===== config.mk =====
export PLATFORM = sky130hd
export DESIGN_NAME = count_ctrl_gen
export DESIGN_NICKNAME = d
export VERILOG_FILES = /design/src/rtl/count_ctrl_gen_pkg.sv /design/src/rtl/count_ctrl_gen_repeat_timer.sv /design/src/rtl/count_ctrl_gen.sv
export SDC_FILE = /design/constraint.sdc
export NUM_CORES = 1
export LEC_CHECK = 0
export BUFFER_PORTS_ARGS = -buffer_cell sky130_fd_sc_hd__buf_2
export CAP_MARGIN = 40
export CORE_MARGIN = 8
export CORE_UTILIZATION = 58
export CTS_BUF_LIST = sky130_fd_sc_hd__clkbuf_16
export DETAILED_ROUTE_END_ITERATION = 12
export PLACE_DENSITY = 0.9
export SKIP_CTS_REPAIR_TIMING = 1
export SYNTH_ARGS = -nofsm -noshare
export SYNTH_HDL_FRONTEND = slang
export SYNTH_SLANG_ARGS = --single-unit

===== constraint.sdc =====
create_clock -name clk -period 4.1 [get_ports clk]
set_input_delay 0.82 -clock clk [delete_from_list [all_inputs] [get_ports clk]]
set_output_delay 0.82 -clock clk [all_outputs]
set_load 0.02 [all_outputs]

===== src/rtl/count_ctrl_gen_pkg.sv =====
// rtl/count_ctrl_gen_pkg.sv - control codes and FSM states shared by the counter command generator
package count_ctrl_gen_pkg;

  localparam logic [1:0] CTRL_HOLD = 2'b00;
  localparam logic [1:0] CTRL_UP   = 2'b01;
  localparam logic [1:0] CTRL_DOWN = 2'b10;
  localparam logic [1:0] CTRL_CLR  = 2'b11;

  typedef enum logic [1:0] {
    ST_IDLE     = 2'd0,
    ST_UP_RUN   = 2'd1,
    ST_DOWN_RUN = 2'd2,
    ST_CLR_WAIT = 2'd3
  } state_t;

  // A step that would cross a bound degrades to hold but still uses its slot.
  function automatic logic [1:0] step_code(input logic up, input logic allowed);
    if (!allowed) return CTRL_HOLD;
    return up ? CTRL_UP : CTRL_DOWN;
  endfunction

endpackage


===== src/rtl/count_ctrl_gen_repeat_timer.sv =====
// rtl/count_ctrl_gen_repeat_timer.sv - terminal-count divider for button auto-repeat
module count_ctrl_gen_repeat_timer #(
  parameter int DIV = 4,
  parameter int TW  = (DIV > 1) ? $clog2(DIV) : 1
) (
  input  logic clk,
  input  logic rst_n,
  input  logic clr,
  input  logic en,
  output logic tick
);

  localparam logic [TW-1:0] LAST = TW'(DIV - 1);

  logic [TW-1:0] count;

  // tick marks the enabled cycle on which the count wraps back to zero
  assign tick = (count == LAST);

  always_ff @(posedge clk) begin
    if (!rst_n || clr) begin
      count <= '0;
    end else if (en) begin
      count <= tick ? '0 : count + 1'b1;
    end
  end

endmodule


===== src/rtl/count_ctrl_gen.sv =====
// rtl/count_ctrl_gen.sv - button-to-counter command generator with auto-repeat and bound clamping
module count_ctrl_gen
  import count_ctrl_gen_pkg::*;
#(
  parameter int W        = 4,
  parameter int MIN      = 0,
  parameter int MAX      = (1 << W) - 1,
  parameter int STEP_DIV = 4
) (
  input  logic         clk,
  input  logic         rst_n,
  input  logic         btn_up,
  input  logic         btn_down,
  input  logic         btn_clr,
  output logic [1:0]   ctrl,
  output logic [W-1:0] shadow,
  output logic         at_max,
  output logic         at_min
);

  localparam logic [W-1:0] MIN_V = W'(MIN);
  localparam logic [W-1:0] MAX_V = W'(MAX);

  state_t       state;
  logic [W-1:0] proj;
  logic         up_ok;
  logic         down_ok;
  logic         only_up;
  logic         only_down;
  logic         keep_run;
  logic         tick;

  // proj is what the counter will hold after the pulse currently on ctrl lands
  always_comb begin
    proj = shadow;
    case (ctrl)
      CTRL_UP:   proj = shadow + 1'b1;
      CTRL_DOWN: proj = shadow - 1'b1;
      CTRL_CLR:  proj = '0;
      default:   proj = shadow;
    endcase
  end

  assign up_ok     = (proj < MAX_V);
  assign down_ok   = (proj > MIN_V);
  assign only_up   = btn_up & ~btn_down;
  assign only_down = btn_down & ~btn_up;
  assign keep_run  = ~btn_clr & (((state == ST_UP_RUN) & only_up) |
                                 ((state == ST_DOWN_RUN) & only_down));

  count_ctrl_gen_repeat_timer #(
    .DIV (STEP_DIV)
  ) u_repeat_timer (
    .clk   (clk),
    .rst_n (rst_n),
    .clr   (~keep_run),
    .en    (keep_run),
    .tick  (tick)
  );

  always_ff @(posedge clk) begin
    if (!rst_n) begin
      state  <= ST_IDLE;
      ctrl   <= CTRL_CLR;
      shadow <= '0;
    end else begin
      shadow <= proj;
      case (state)
        ST_IDLE: begin
          if (btn_clr) begin
            ctrl  <= CTRL_CLR;
            state <= ST_CLR_WAIT;
          end else if (only_up) begin
            ctrl  <= step_code(1'b1, up_ok);
            state <= ST_UP_RUN;
          end else if (only_down) begin
            ctrl  <= step_code(1'b0, down_ok);
            state <= ST_DOWN_RUN;
          end else begin
            ctrl  <= CTRL_HOLD;
          end
        end
        ST_UP_RUN: begin
          if (btn_clr) begin
            ctrl  <= CTRL_CLR;
            state <= ST_CLR_WAIT;
          end else if (!only_up) begin
            ctrl  <= CTRL_HOLD;
            state <= ST_IDLE;
          end else begin
            ctrl  <= tick ? step_code(1'b1, up_ok) : CTRL_HOLD;
          end
        end
        ST_DOWN_RUN: begin
          if (btn_clr) begin
            ctrl  <= CTRL_CLR;
            state <= ST_CLR_WAIT;
          end else if (!only_down) begin
            ctrl  <= CTRL_HOLD;
            state <= ST_IDLE;
          end else begin
            ctrl  <= tick ? step_code(1'b0, down_ok) : CTRL_HOLD;
          end
        end
        ST_CLR_WAIT: begin
          // one clear per press: wait for release before accepting anything
          ctrl <= CTRL_HOLD;
          if (!btn_clr) state <= ST_IDLE;
        end
        default: begin
          ctrl  <= CTRL_HOLD;
          state <= ST_IDLE;
        end
      endcase
    end
  end

  assign at_max = (shadow == MAX_V);
  assign at_min = (shadow == MIN_V);

endmodule


Word-level counts from Yosys, hierarchy flattened
Cells that the tools add are included.
{"block": "op_classes", "n_addsub": 3, "magnitude_cmp": 2, "eq_ne": 12, "n_mux": 43, "n_bitwise": 10, "n_reduce_logical": 5}
{"cell": "two-way mux 2 bit", "count": 24}
{"cell": "two-way mux 1 bit", "count": 16}
{"cell": "case mux 2 bit (4 select lines)", "count": 2}
{"cell": "case mux 4 bit (3 select lines)", "count": 1}
{"cell": "== test 2 bit, second input constant", "count": 5}
{"cell": "inequality test 3 bit, second input constant", "count": 2}
{"cell": "bitwise AND 1 bit", "count": 5}
{"cell": "adder 4 x 1 -> 4 bit, second input constant", "count": 1}
{"cell": "== test 2 x 1 -> 1 bit, second input constant", "count": 2}
{"cell": "== test 4 bit, second input constant", "count": 1}
{"cell": "> comparator 4 x 1 -> 1 bit, second input constant", "count": 1}
{"cell": "logical NOT 4 bit", "count": 1}
{"cell": "< comparator 4 bit, second input constant", "count": 1}
{"cell": "inequality test 4 bit, second input constant", "count": 1}
{"cell": "NOT 1 bit", "count": 4}
{"cell": "AND reduction 4 bit", "count": 1}
{"cell": "subtractor 4 x 1 -> 4 bit, second input constant", "count": 1}
{"cell": "adder 2 x 1 -> 2 bit, second input constant", "count": 1}
{"cell": "logical NOT 2 bit", "count": 1}
{"cell": "inequality test 2 bit, second input constant", "count": 1}
{"cell": "logical NOT 1 bit", "count": 1}
{"cell": "logical OR 1 bit", "count": 1}
{"cell": "bitwise OR 1 bit", "count": 1}
{"block": "totals", "ff_bits": 10, "inputBits": 5, "output_inout_bits": 8, "wordCells": 79}

Logic depth before layout (Yosys ltp)
{"block": "depth", "depth_word": 14, "ltp_mapped": 9, "mapped_depth_nobuf": 9}

By module
A second synthesis with hierarchy kept.
{"block": "unflattened", "hier_cells": 103, "hier_area_um2": 868.3}
{"module": "count_ctrl_gen", "n_inst": 1, "cells_each": 94, "area_per_inst_um2": 772.0, "seq_area_each_um2": 160.2}
{"module": "count_ctrl_gen_repeat_timer", "n_inst": 1, "cells_each": 9, "area_per_inst_um2": 96.3, "seq_area_each_um2": 40.0}

Worst setup path after synthesis
Ideal clock, no wire load.
{"block": "synth_timing", "path_kind": "register to register", "startpoint": "register ctrl[0]", "endpoint": "register ctrl[1]", "setup_time_ns": 0.125, "arrival_ns": 2.303, "required_time_ns": 3.975, "setup_slack_ns": 1.672, "path_stages_with_launch": 10, "path_buffers": 0, "synth_period_minus_slack_ns": 2.428, "path_cell_list": "dfxtp_1 -> inv_1 -> ha_1 -> xor2_1 -> ha_1 -> a21oi_1 -> xnor2_1 -> mux2_1 -> a22o_1 -> o41a_1"}
{"block": "synth_via", "elab_chain_len": 14, "elab_cells_between_ends": 36, "classes_between": "2 x order compare; 3 x eq/ne; 31 x mux"}
{"element": "start: declaration", "line_no": "count_ctrl_gen.sv:15", "rtl": "output logic [1:0] ctrl,"}
{"element": "start signal: assignment", "line_no": "count_ctrl_gen.sv:74", "rtl": "ctrl <= step_code(1'b1, up_ok);"}
{"element": "start signal: assignment", "line_no": "count_ctrl_gen.sv:77", "rtl": "ctrl <= step_code(1'b0, down_ok);"}
{"element": "start signal: assignment", "line_no": "count_ctrl_gen.sv:91", "rtl": "ctrl <= tick ? step_code(1'b1, up_ok) : CTRL_HOLD;"}
{"element": "== test 2 bit or == test 2 x 1 -> 1 bit (tied branches)", "line_no": "count_ctrl_gen.sv:36", "rtl": "case (ctrl)"}
{"element": "case mux 4 bit (3 select lines) *", "line_no": "count_ctrl_gen.sv:36"}
{"element": "> comparator 4 x 1 -> 1 bit", "line_no": "count_ctrl_gen.sv:45", "rtl": "assign down_ok = (proj > MIN_V);"}
{"element": "two-way mux 1 bit", "line_no": "count_ctrl_gen_pkg.sv:18", "rtl": "if (!allowed) return CTRL_HOLD;"}
{"element": "two-way mux 1 bit", "line_no": "count_ctrl_gen.sv:76, count_ctrl_gen.sv:98"}
{"element": "two-way mux 1 bit", "line_no": "count_ctrl_gen.sv:73", "rtl": "end else if (only_up) begin"}
{"element": "two-way mux 1 bit", "line_no": "count_ctrl_gen.sv:70", "rtl": "if (btn_clr) begin"}
{"element": "two-way mux 1 bit", "line_no": "count_ctrl_gen.sv:68", "rtl": "case (state)"}
{"element": "two-way mux 1 bit", "line_no": "count_ctrl_gen.sv:62", "rtl": "if (!rst_n) begin"}
{"element": "two-way mux 2 bit", "line_no": "count_ctrl_gen_pkg.sv:19", "rtl": "return up ? CTRL_UP : CTRL_DOWN;"}
{"element": "two-way mux 2 bit", "line_no": "count_ctrl_gen.sv:76", "rtl": "end else if (only_down) begin"}
{"element": "two-way mux 2 bit", "line_no": "count_ctrl_gen.sv:73"}
{"element": "two-way mux 2 bit", "line_no": "count_ctrl_gen.sv:70"}
{"element": "case mux 2 bit (4 select lines) *", "line_no": "count_ctrl_gen.sv:68"}
Every way passes the cells marked *; elsewhere a longest branch is shown, timed or not. The select of a mux whose other input is x is not followed.
A chain may end at the register's enable or synchronous reset.

Worst setup path after layout
Ends and elaborated chain as after synthesis.

==> impl_metrics.py <==
metrics = {
    "sta": {
        "slew_headroom_pct": 73.50,
        "fin_setup_tns_ps": 0,
        "post-route-min-period_ps": 2456,
        "worstMarginPinSlew_ps": 397.4,
        "hold_viol": 0,
        "max_freq_mhz": 407.2,
        "finalSetupViolCount": 0,
        "final_max_slew_viol_count": 0,
        "timing.final.crit_share_pct": 59.90,
        "rsz0062_at_grt": "no",
        "clock_skew_ps": 0.3906,
    },
    "critical_path": {
        "startpoint_type": "flop",
        "cp_slowest_cell": "o41a_1",
        "crit_top_cell": "ha_1",
        "path_class": "reg2reg",
        "critical_path_arrival_ps": 2570,
        "cp-end-kind": "flop",
        "cpPeakStageDelay_ps": 370,
        "critical_path_required_ps": 4210,
        "critPathBufInv": 1,
        "reg2reg_slack_ps": 1640,
        "crit_family": "compound AO/OA/AOI/OAI gates",
        "crit_fanout": 6,
        "cp_cell_sequence": "inv_1, ha_1, xor2_1, ha_1, a21oi_1, xnor2_1, mux2_1, a22o_1, o41a_1",
    },
    "synthesis": {
        "synth-main-ff-cell": "dfxtp_1",
        "ys_seq_elements": 10,
        "synth_top_area_share_pct": 25.40,
        "synthCells": 93,
        "synth_top_cell_by_area": "dfxtp_1",
        "syn_area_um2": 788.3,
        "ys_seq_area_share_pct": 25.40,
        "synth.area.top_cells": "dfxtp_1, ha_1, mux2i_1",
        "synthArstFlopShare_pct": 0,
        "ys_warn_count": 0,
        "synth_common_cells": "dfxtp_1, ha_1, nor2_1, a21oi_1, inv_1",
        "syn-num-nets": 108,
        "synth_edf_count": 0,
        "avgSynthCellArea_um2": 8.476,
        "synth_cell_types": 31,
    },
    "outcome": {
        "status": "finished, final reports clean",
    },
    "finish": {
        "diodes": 0,
        "drive_gt1_share_pct": 16.04,
        "stdcell_area_um2": 927.1,
        "nNetsFinal": 123,
        "synthToLayoutAreaGrowth_pct": 17.62,
        "fillers": 92,
    },
    "drt": {
        "vias": 727,
        "drtIter0Drc": 10,
        "viasPerCell": 6.008,
        "wl_per_cell_um": 13.98,
        "wl_um": 1692,
        "drc": 0,
        "first_pass_iters": 4,
        "final_antenna_net_count": 0,
    },
    "cts": {
        "cts_tree": "yes",
        "cts_root_buffer": "clkbuf_16",
        "cts_buffer_depth": 2,
        "path_clk_slew_ps": 40,
        "htree_levels": 1,
        "cts_buffers": 3,
        "clock-sinks": 10,
        "clock_latency_ps": 230,
    },
    "power_and_ir_drop": {
        "pwr-share-seq_pct": 25.4,
        "p_int_mw": 0.3746,
        "power.switching_mw": 0.2526,
        "p_leak_nw": 0.4288,
        "peakVddDrop_mv": 0.2999,
        "cellPowerDensity_nw_per_um2": 676.6,
        "power_frac_comb_pct": 48.1,
        "pwr-share-clk_pct": 26.6,
        "swShare_pct": 40.28,
    },
    "die": {
        "core_area_um2": 1285,
        "die_x_um": 52.87,
        "dieArea_um2": 2795,
        "start_util_pct": 61.34,
        "die_h_um": 52.87,
        "boundaryPins": 13,
        "rows": 13,
    },
    "place": {
        "place_congestion": 0.8448,
        "dpl_cell_area_um2": 852.1,
        "io_buffers": 12,
        "dpl.hpwl_um": 1275,
    },
    "worst_hold_path": {
        "hp-class": "reg2reg",
    },
    "global_routing": {
        "grt_pass1_vias": 661,
        "grt_pass1_wl_um": 2815,
        "grt.total_usage_pct": 13.47,
        "antenna_found_initial": 0,
        "grt_max_degree": 12,
        "grt-ovfl-total": 0,
    },
    "job": {
        "cap_violations": 0,
    },
}
## worst reg2reg max path, cell delays in order, from the launching register on
cell and delay [ps]:
dfxtp_1 320, inv_1 70, ha_1 310, xor2_1 180, ha_1 200, a21oi_1 190, xnor2_1 160, mux2_1 340
a22o_1 210, o41a_1 370
## layout by cell type (no fill, tap or decap)
cell type / count
and2_1: 2
a221o_1: 1
a31oi_4: 1
mux2i_1: 5
mux2_1: 1
nand2b_1: 3
nand3_1: 2
and4_1: 1
inv_1: 7
nand2_1: 5
a21oi_1: 9
a311oi_1: 1
ha_1: 10
a2111oi_0: 1
xor2_1: 1
nor2b_1: 2
a211oi_1: 1
buf_2: 12
or3_4: 1
nand4b_1: 1
a22o_1: 1
dfxtp_1: 10
o41a_1: 1
nand3b_1: 4
nor2_1: 10
nor3b_1: 1
a32oi_1: 1
clkbuf_16: 3
o21ai_0: 6
xnor2_1: 1
nand4_1: 1
## stage by stage
step	hold slack (ps)	util, %	setup WS [ps]	instances	total power [mW]
floorplan	413.3	-	1672	93	0.3895
global placement	424.5	66.31	1795	118	0.4432
detailed placement	445.0	66.31	1722	118	0.4575
CTS	450.3	72.15	1628	121	0.6287
global route	464.7	72.15	1516	121	0.6766
finish	450.6	72.15	1644	121	0.6273
## kinds of logic after synthesis
family                   Yosys count  share of synthesized area (%)
multiplexers                       6                          7.778
AND/OR/NAND/NOR                   33                          23.18
flip-flops                        10                          25.40
AO/OA/AOI/OAI                     23                          20.32
buffers and inverters              9                          5.238
adder cells (fa/ha/maj)           10                          15.87
XOR/XNOR                           2                          2.223
## registers in the layout, indices dropped and copies added (netlist names)
signal,cells
ctrl,2
shadow,4
state,2
u_repeat_timer.count,2
## power groups by stage
stage	clock network (mW)	registers, mW	logic (mW)
global placement	0	0.157	0.286
detailed placement	0	0.158	0.299
floorplan	0	0.169	0.221
global route	0.173	0.166	0.337
CTS	0.168	0.158	0.302
finish	0.167	0.159	0.302
## metal layers
layer | vias to the layer above | track usage, % | wire (um)
met3 | 7 | 3.641 | 93
met4 | 0 | 9.483 | 56
met5 | - | 0 | 0
met1 | 345 | 12.80 | 646
met2 | 15 | 24.22 | 896
li1 | 360 | - | -
## area by class of cell
cell class | count | area, um^2 | share of cell area, %
well taps | 15 | 18.77 | 2.024
flip-flops and latches | 10 | 200.2 | 21.59
multi-input cells | 74 | 546.8 | 58.97
inverters | 7 | 26.28 | 2.834
repair buffers | 12 | 60.06 | 6.478
clock buffers | 3 | 75.07 | 8.097
## path summary, 6_finish.rpt
path | to | start | cells after the start
min | u_repeat_timer.count[0]$_SDFFE_PP0P_ | u_repeat_timer.count[0]$_SDFFE_PP0P_ | 1
max | ctrl[1]$_SDFF_PN1_ | ctrl[0]$_SDFF_PN1_ | 9
min reg2reg | u_repeat_timer.count[0]$_SDFFE_PP0P_ | u_repeat_timer.count[0]$_SDFFE_PP0P_ | 1
max reg2reg | ctrl[1]$_SDFF_PN1_ | ctrl[0]$_SDFF_PN1_ | 9
(Power assumes the default switching activity.)
